<file path="config.mk">
export PLATFORM = sky130hd
export DESIGN_NAME = crc_engine
export DESIGN_NICKNAME = d
export VERILOG_FILES = /design/src/rtl/crc_engine.sv
export SDC_FILE = /design/constraint.sdc
export NUM_CORES = 1
export LEC_CHECK = 0
export ABC_AREA = 1
export CAP_MARGIN = 10
export CORE_ASPECT_RATIO = 0.9
export CORE_MARGIN = 1.5
export CORE_UTILIZATION = 35
export CTS_CLUSTER_SIZE = 14
export DETAILED_ROUTE_END_ITERATION = 6
export GPL_TIMING_DRIVEN = 0
export SYNTH_ARGS = -nofsm -noshare
export SYNTH_HDL_FRONTEND = slang
export SYNTH_SLANG_ARGS = --single-unit
</file>
<file path="constraint.sdc">
create_clock -name clk -period 2 [get_ports clk]
set_input_delay 0.3 -clock clk [delete_from_list [all_inputs] [get_ports clk]]
set_output_delay 0.3 -clock clk [all_outputs]
set_load 0.1 [all_outputs]
</file>
<file path="src/rtl/crc_engine.sv">
// Bit-serial CRC generator/checker with programmable width, polynomial,
// seed and frame length; direct LFSR form, gap-tolerant via din_valid.
module crc_engine #(
    parameter int               CRC_W = 15,
    parameter logic [CRC_W-1:0] POLY  = 15'h4599,
    parameter logic [CRC_W-1:0] INIT  = '0,
    parameter int               LEN_W = 16
) (
    input  logic             clk,
    input  logic             rst_n,
    input  logic             start,
    input  logic [LEN_W-1:0] len,
    input  logic             mode,
    input  logic             abort,
    input  logic             din_valid,
    input  logic             din,
    output logic             busy,
    output logic             done,
    output logic [CRC_W-1:0] crc_out,
    output logic             crc_ok
);

    typedef enum logic {IDLE, RUN} state_t;

    localparam logic [LEN_W:0] ONE   = (LEN_W+1)'(1);
    localparam logic [LEN_W:0] CRC_L = (LEN_W+1)'(CRC_W);

    state_t           state_q, state_d;
    logic [CRC_W-1:0] crc_q, crc_d;
    logic [LEN_W:0]   cnt_q, cnt_d;
    logic [LEN_W:0]   total_q, total_d;
    logic             mode_q, mode_d;
    logic [CRC_W-1:0] crc_out_q, crc_out_d;
    logic             crc_ok_q, crc_ok_d;
    logic             done_q, done_d;

    logic [LEN_W:0]   total_w;
    logic [LEN_W:0]   cnt_nx;
    logic [CRC_W-1:0] crc_nx;
    logic             fb;

    // One extra bit so len + CRC_W cannot wrap at the maximum len.
    assign total_w = mode ? ({1'b0, len} + CRC_L) : {1'b0, len};
    assign cnt_nx  = cnt_q + ONE;
    assign fb      = din ^ crc_q[CRC_W-1];
    assign crc_nx  = {crc_q[CRC_W-2:0], 1'b0} ^ (fb ? POLY : '0);

    always_comb begin
        state_d   = state_q;
        crc_d     = crc_q;
        cnt_d     = cnt_q;
        total_d   = total_q;
        mode_d    = mode_q;
        crc_out_d = crc_out_q;
        crc_ok_d  = crc_ok_q;
        done_d    = 1'b0;
        if (start) begin
            crc_d   = INIT;
            cnt_d   = '0;
            total_d = total_w;
            mode_d  = mode;
            if (total_w == '0) begin
                state_d   = IDLE;
                done_d    = 1'b1;
                crc_out_d = INIT;
                crc_ok_d  = 1'b0;
            end else begin
                state_d = RUN;
            end
        end else if (state_q == RUN) begin
            if (abort) begin
                state_d = IDLE;
            end else if (din_valid) begin
                crc_d = crc_nx;
                cnt_d = cnt_nx;
                if (cnt_nx == total_q) begin
                    state_d   = IDLE;
                    done_d    = 1'b1;
                    crc_out_d = crc_nx;
                    crc_ok_d  = mode_q && (crc_nx == '0);
                end
            end
        end
    end

    always_ff @(posedge clk or negedge rst_n) begin
        if (!rst_n) begin
            state_q   <= IDLE;
            crc_q     <= '0;
            cnt_q     <= '0;
            total_q   <= '0;
            mode_q    <= 1'b0;
            crc_out_q <= '0;
            crc_ok_q  <= 1'b0;
            done_q    <= 1'b0;
        end else begin
            state_q   <= state_d;
            crc_q     <= crc_d;
            cnt_q     <= cnt_d;
            total_q   <= total_d;
            mode_q    <= mode_d;
            crc_out_q <= crc_out_d;
            crc_ok_q  <= crc_ok_d;
            done_q    <= done_d;
        end
    end

    assign busy    = (state_q == RUN);
    assign done    = done_q;
    assign crc_out = crc_out_q;
    assign crc_ok  = crc_ok_q;

endmodule

</file>
==> impl_metrics.tcl, run 1 <==
set metrics [dict create \
    ir_drop_v 0.0004695 \
    rsz0062_at_grt "yes" \
    worst_slack_ps -150.7 \
    syn_area_mm2 0.004033 \
    cts-root-buf "clkbuf_16" \
    final_common_cell "nand2_1" \
    critical_path.top_delay_family "simple AND/OR/NAND/NOR gates" \
    max_cap_violations 0 \
    critPathKind "reg -> reg" \
    dr.first_iter.drc_count 213 \
    vias_per_cell 4.994 \
    drive_gt1_frac 0.1641 \
    final_nets 660 \
    worst_setup_path_start_kind "register" \
    crit_chain "ha_4 > nand2_4 > buf_4 > nand2_1 > nand2_1 > nand2_1 > nor2_1 > nand3_1 > nor2_1 > nand3_1 > nor2_4 > nand3_4 > nand2_4 > buf_4 > nand2_1 > nand2_1" \
    cpMostUsedCell "nand2_1" \
    die-area_mm2 0.01218 \
    grt_overflow 0 \
    grtUsageMet2 0.2878 \
    cts_sinks 68 \
    cts_htree_levels 3 \
    worst_hold_slack_ps 52.58 \
    synth_top_cell_area_share 0.4220 \
    firstDrtPassIters 4 \
    slew_violations 0 \
    hold_viol 0 \
    wire_per_inst_um 13.80 \
    grt_pass1_wl_mm 18.51 \
    pre_cts_slack_ps -805.1 \
    n_antenna_cell 0 \
    violations "setup timing" \
    synth-main-ff-cell "dfrtp_1" \
    synth_area_per_cell_um2 7.137 \
    synth.distinct_cells 30 \
    total_power_mw 3.553 \
    ctsHoldBuffers 0 \
    seq_area_frac_synth 0.4220 \
    slowest_stage "dfrtp_1" \
    synth_edf_count 0 \
    ys_ff_latch 68 \
    slew_headroom 0.3544 \
    critPathBufInv 2 \
    holdCritPathClass "in -> async" \
    worst_setup_path_end_kind "register" \
    timing.rr.start "cnt_q[1]" \
    die_w_um 116.1 \
    synthCells 565 \
    num_vias 3955 \
    coreArea_mm2 0.01104 \
    grtUsageTotal 0.1919 \
    area_growth_pct 30.00 \
    cts_buffers 9 \
    crit_required_ps 2280 \
    p_leak_nw 2.547 \
    ioPinCount 41 \
    grt_max_degree 69 \
    fin_util 0.4751 \
    cp.arrival_ps 2430 \
    status "finished with violations" \
    clk_latency_ps 330 \
    async_flop_share 1.000 \
    io_buffers 39 \
    initial_core_util 0.3654 \
    synth.area.top_cells "dfrtp_1 42%, nand2_1 17%, nand3_1 8.4%, inv_1 6.1%, o21ai_0 4.5%" \
    synth_nets 590 \
    worst_pin_slew_ps 972.3 \
    antenna_found_initial 0 \
    setup_violations 17 \
    yosys_warnings 0 \
    grt_use_met1 0.2767 \
    final_cell_mix "165 x nand2_1, 64 x inv_1, 63 x nand3_1" \
    die_h_um 104.8 \
    startpoint "cnt_q[1]" \
    placementRows 36 \
    use_met3 0.03248 \
    clk_pin_slew_ps 60 \
    critPathMaxStageDelay_ps 420 \
    post-route-period-util 1.075 \
    clock_path_buffers 2 \
    tritoncts "built" \
    period_minus_slack_ps 2151 \
    cp_max_fo 6 \
    powerDensity_mw_per_mm2 677.8 \
    worst_clock_skew_ps 9.554 \
    drc 0 \
    fmax_ghz 0.4650 \
    antenna_left 0 \
    synth_top_area_cell "dfrtp_1" \
    hpwl_mm 7.817 \
    grt_pass1_vias 3887 \
    top_usage_layer "met2" \
    gp_congestion 0.8759 \
    wirelength_mm 10.93 \
]
-- Yosys cell counts (6+ instances only) --
cell type and n:
nand3b_1 6, dfrtp_1 68, nand4_1 16, nand2_1 180, mux2_2 6, o21ai_0 36, xor2_1 10, nor3_1 9
nor2_1 46, nor2_4 6, o22ai_1 12, clkbuf_1 11, inv_1 65, nand3_1 68
-- path summary, 6_finish.rpt --
kind | to | slack, ps | depth (start not counted)
setup / recovery | crc_out[12] | -150 | 16
hold / removal | crc_out[5] | 50 | 1
setup reg to reg | crc_out[12] | -150 | 16
hold reg to reg | total_q[6] | 490 | 2
max in group asynchronous | cnt_q[7] | 1260 | 1
min in group clk | mode_q | 400 | 3
-- where the power goes --
group / internal (mW) / switching (mW)
clock network: 0.971 / 0.641
registers: 1.44 / 0.0432
logic: 0.165 / 0.297
-- layer usage --
metal | vias up | part of all wire
li1 | 1973 | -
met1 | 1878 | 0.49
met2 | 92 | 0.45
met3 | 12 | 0.040
met4 | 0 | 0.017
met5 | - | 0
-- per-stage QoR --
step	std cells	cell area, um^2	TNS (ps)
2_1_floorplan	565	4034	0
3_3_place_gp	756	4614	-139160
3_5_place_dp	756	4612	-20690
4_1_cts	789	5090	-3801
5_1_grt	792	5243	-5385
6_report	792	5243	-2151
-- layout make-up --
cell class / instances / area (um^2)
inverters: 67 / 251.5
well taps: 152 / 190.2
clock inverters: 7 / 76.32
repair buffers: 58 / 531.8
plain buffers: 15 / 88.84
clock buffers: 9 / 225.2
fillers: 1085 / 5793
flip-flops and latches: 68 / 1709
multi-input cells: 416 / 2170
-- cell families after synthesis --
| logic type | after synthesis | synth area share |
|---|---|---|
| AO/OA/AOI/OAI | 55 | 0.07322 |
| XOR/XNOR | 12 | 0.02606 |
| adder cells (fa/ha/maj) | 2 | 0.006204 |
| buffers and inverters | 82 | 0.07911 |
| flip-flops | 68 | 0.4220 |
| multiplexers | 6 | 0.01675 |
| AND/OR/NAND/NOR | 340 | 0.3767 |
-- state kept, by name, indices dropped and copies added (netlist names) --
signal	cells
busy	1
cnt_q	17
crc_ok	1
crc_out	15
crc_q	15
done	1
mode_q	1
total_q	17
-- what timing repair did --
action / in CTS / in global routing
pin swaps: 15 / 8
buffers inserted: 15 / 3
cloned: 2 / 0
resized for setup: 42 / 45
setup endpoints to repair: 46 / 36
Note: power is estimated with default switching activity, not from simulation.
==> inputs of run 2 (changes only) <==
Settings changed: CELL_PAD_IN_SITES_DETAIL_PLACEMENT from default to 1, CELL_PAD_IN_SITES_GLOBAL_PLACEMENT from default to 2, CORE_UTILIZATION 35 to 29, PLACE_DENSITY_LB_ADDON from default to 0.1.
==> impl_metrics.tcl, run 2 (synthesis results as in run 1) <==
set metrics [dict create \
    ioPinCount 41 \
    grt_max_degree 40 \
    grt_pass1_wl_mm 21.31 \
    clock_path_buffers 2 \
    tritoncts "built" \
    critPathMaxStageDelay_ps 400 \
    antenna_found_initial 0 \
    worst_setup_path_end_kind "register" \
    fin_tns_setup_ps -3349 \
    violations "setup timing" \
    holdCritPathClass "in -> reg" \
    slowest_stage "dfrtp_1" \
    drive_gt1_frac 0.1411 \
    critical_path.top_delay_family "simple AND/OR/NAND/NOR gates" \
    final_common_cell "nand2_1" \
    critPathBufInv 2 \
    crit_chain "ha_4 > nand2_4 > nor2_4 > buf_4 > nand4_1 > nand3_1 > nand2_1 > nor2_2 > nand2_2 > nor2_4 > nand3_4 > nand2_4 > buf_4 > nand2_1 > nand2_1" \
    cts-root-buf "clkbuf_16" \
    antenna_left 0 \
    worst_clock_skew_ps 8.821 \
    cp.arrival_ps 2500 \
    area_growth_pct 30.28 \
    worst_pin_slew_ps 957.1 \
    status "finished with violations" \
    fmax_ghz 0.4510 \
    max_cap_violations 0 \
    pre_cts_slack_ps -935.2 \
    drc 0 \
    rsz0062_at_grt "yes" \
    cts_buffers 9 \
    total_power_mw 3.711 \
    gp_congestion 0.8094 \
    final_nets 665 \
    grt_overflow 0 \
    slew_violations 0 \
    num_vias 3957 \
    coreArea_mm2 0.01346 \
    cts_htree_levels 3 \
    clk_pin_slew_ps 60 \
    p_leak_nw 2.573 \
    slew_headroom 0.3645 \
    setup_violations 18 \
    die_h_um 114.9 \
    wirelength_mm 12.83 \
    n_antenna_cell 0 \
    die_w_um 127.3 \
    dr.first_iter.drc_count 172 \
    powerDensity_mw_per_mm2 706.4 \
    placementRows 40 \
    fin_util 0.3902 \
    worst_hold_slack_ps 419.3 \
    firstDrtPassIters 4 \
    hpwl_mm 9.705 \
    die-area_mm2 0.01462 \
    critPathKind "reg -> reg" \
    period_minus_slack_ps 2217 \
    hold_viol 0 \
    reg.largest.list "cnt_q: 17 flops, total_q: 17 flops" \
    final_cell_mix "174 x nand2_1, 66 x nand3_1, 66 x dfrtp_1" \
    worst_slack_ps -217.3 \
    cpMostUsedCell "nand2_1" \
    vias_per_cell 4.867 \
    ir_drop_v 0.0003980 \
    io_buffers 39 \
    grt_pass1_vias 4114 \
    clk_latency_ps 340 \
    post-route-period-util 1.109 \
    initial_core_util 0.2995 \
    cts_sinks 68 \
    wire_per_inst_um 15.78 \
    crit_required_ps 2280 \
    grtUsageTotal 0.1897 \
    worst_setup_path_start_kind "register" \
    cp_max_fo 6 \
]
==> run 2: path summary, 6_finish.rpt <==
| check | from | endpoint | slack [ps] | cells past startpoint |
|---|---|---|---|---|
| worst max-delay path | cnt_q[0] | crc_out[7] | -220 | 15 |
| worst min-delay path | mode | mode_q | 420 | 3 |
| worst max register to register | cnt_q[0] | crc_out[7] | -220 | 15 |
| worst min register to register | mode_q | mode_q | 500 | 2 |
| max in group asynchronous | rst_n | busy | 990 | 3 |
| min in group asynchronous | rst_n | cnt_q[16] | 440 | 2 |
==> run 2: timing repair <==
item	4_1_cts	5_1_grt
gates cloned	1	0
endpoints found under the hold margin	29	0
pin swaps	14	11
setup buffers	17	5
resized for setup	43	17
hold buffers	1	0
setup endpoints to repair	46	31
==> run 2: power breakdown <==
part | switching, mW | internal, mW | leakage (nW)
registers | 0.0438 | 1.44 | 0.907
logic | 0.308 | 0.170 | 1.51
clock network | 0.628 | 1.12 | 0.159
total | 0.980 | 2.73 | 2.57
==> run 2: final cells by class <==
cell class / instances / area [um^2]
multi-input cells: 415 / 2098
fillers: 1690 / 8209
clock buffers: 10 / 239.0
well taps: 168 / 210.2
repair buffers: 64 / 579.3
flip-flops and latches: 68 / 1704
plain buffers: 15 / 85.08
clock inverters: 6 / 86.33
inverters: 67 / 251.5
==> run 2: stage by stage <==
step	instance area [um^2]	cells
2_1_floorplan	4034	565
3_3_place_gp	4634	772
3_5_place_dp	4652	773
4_1_cts	5170	808
6_report	5254	813
5_1_grt	5254	813
==> run 2: worst register-to-register path, delay by kind of cell (launching register included) <==
kind	cells	cell delay, ps
buffers and inverters	2	300
flip-flops	1	400
AND/OR/NAND/NOR	12	1270
adder cells (fa/ha/maj)	1	180
==> run 2: metal layers <==
metal  track usage  wire [um]  up-vias
met3       0.03816        332        8
met4       0.04848        156        0
li1              -          -     1989
met5             0          0        -
met2        0.3005       5666       52
met1        0.2658       6670     1908
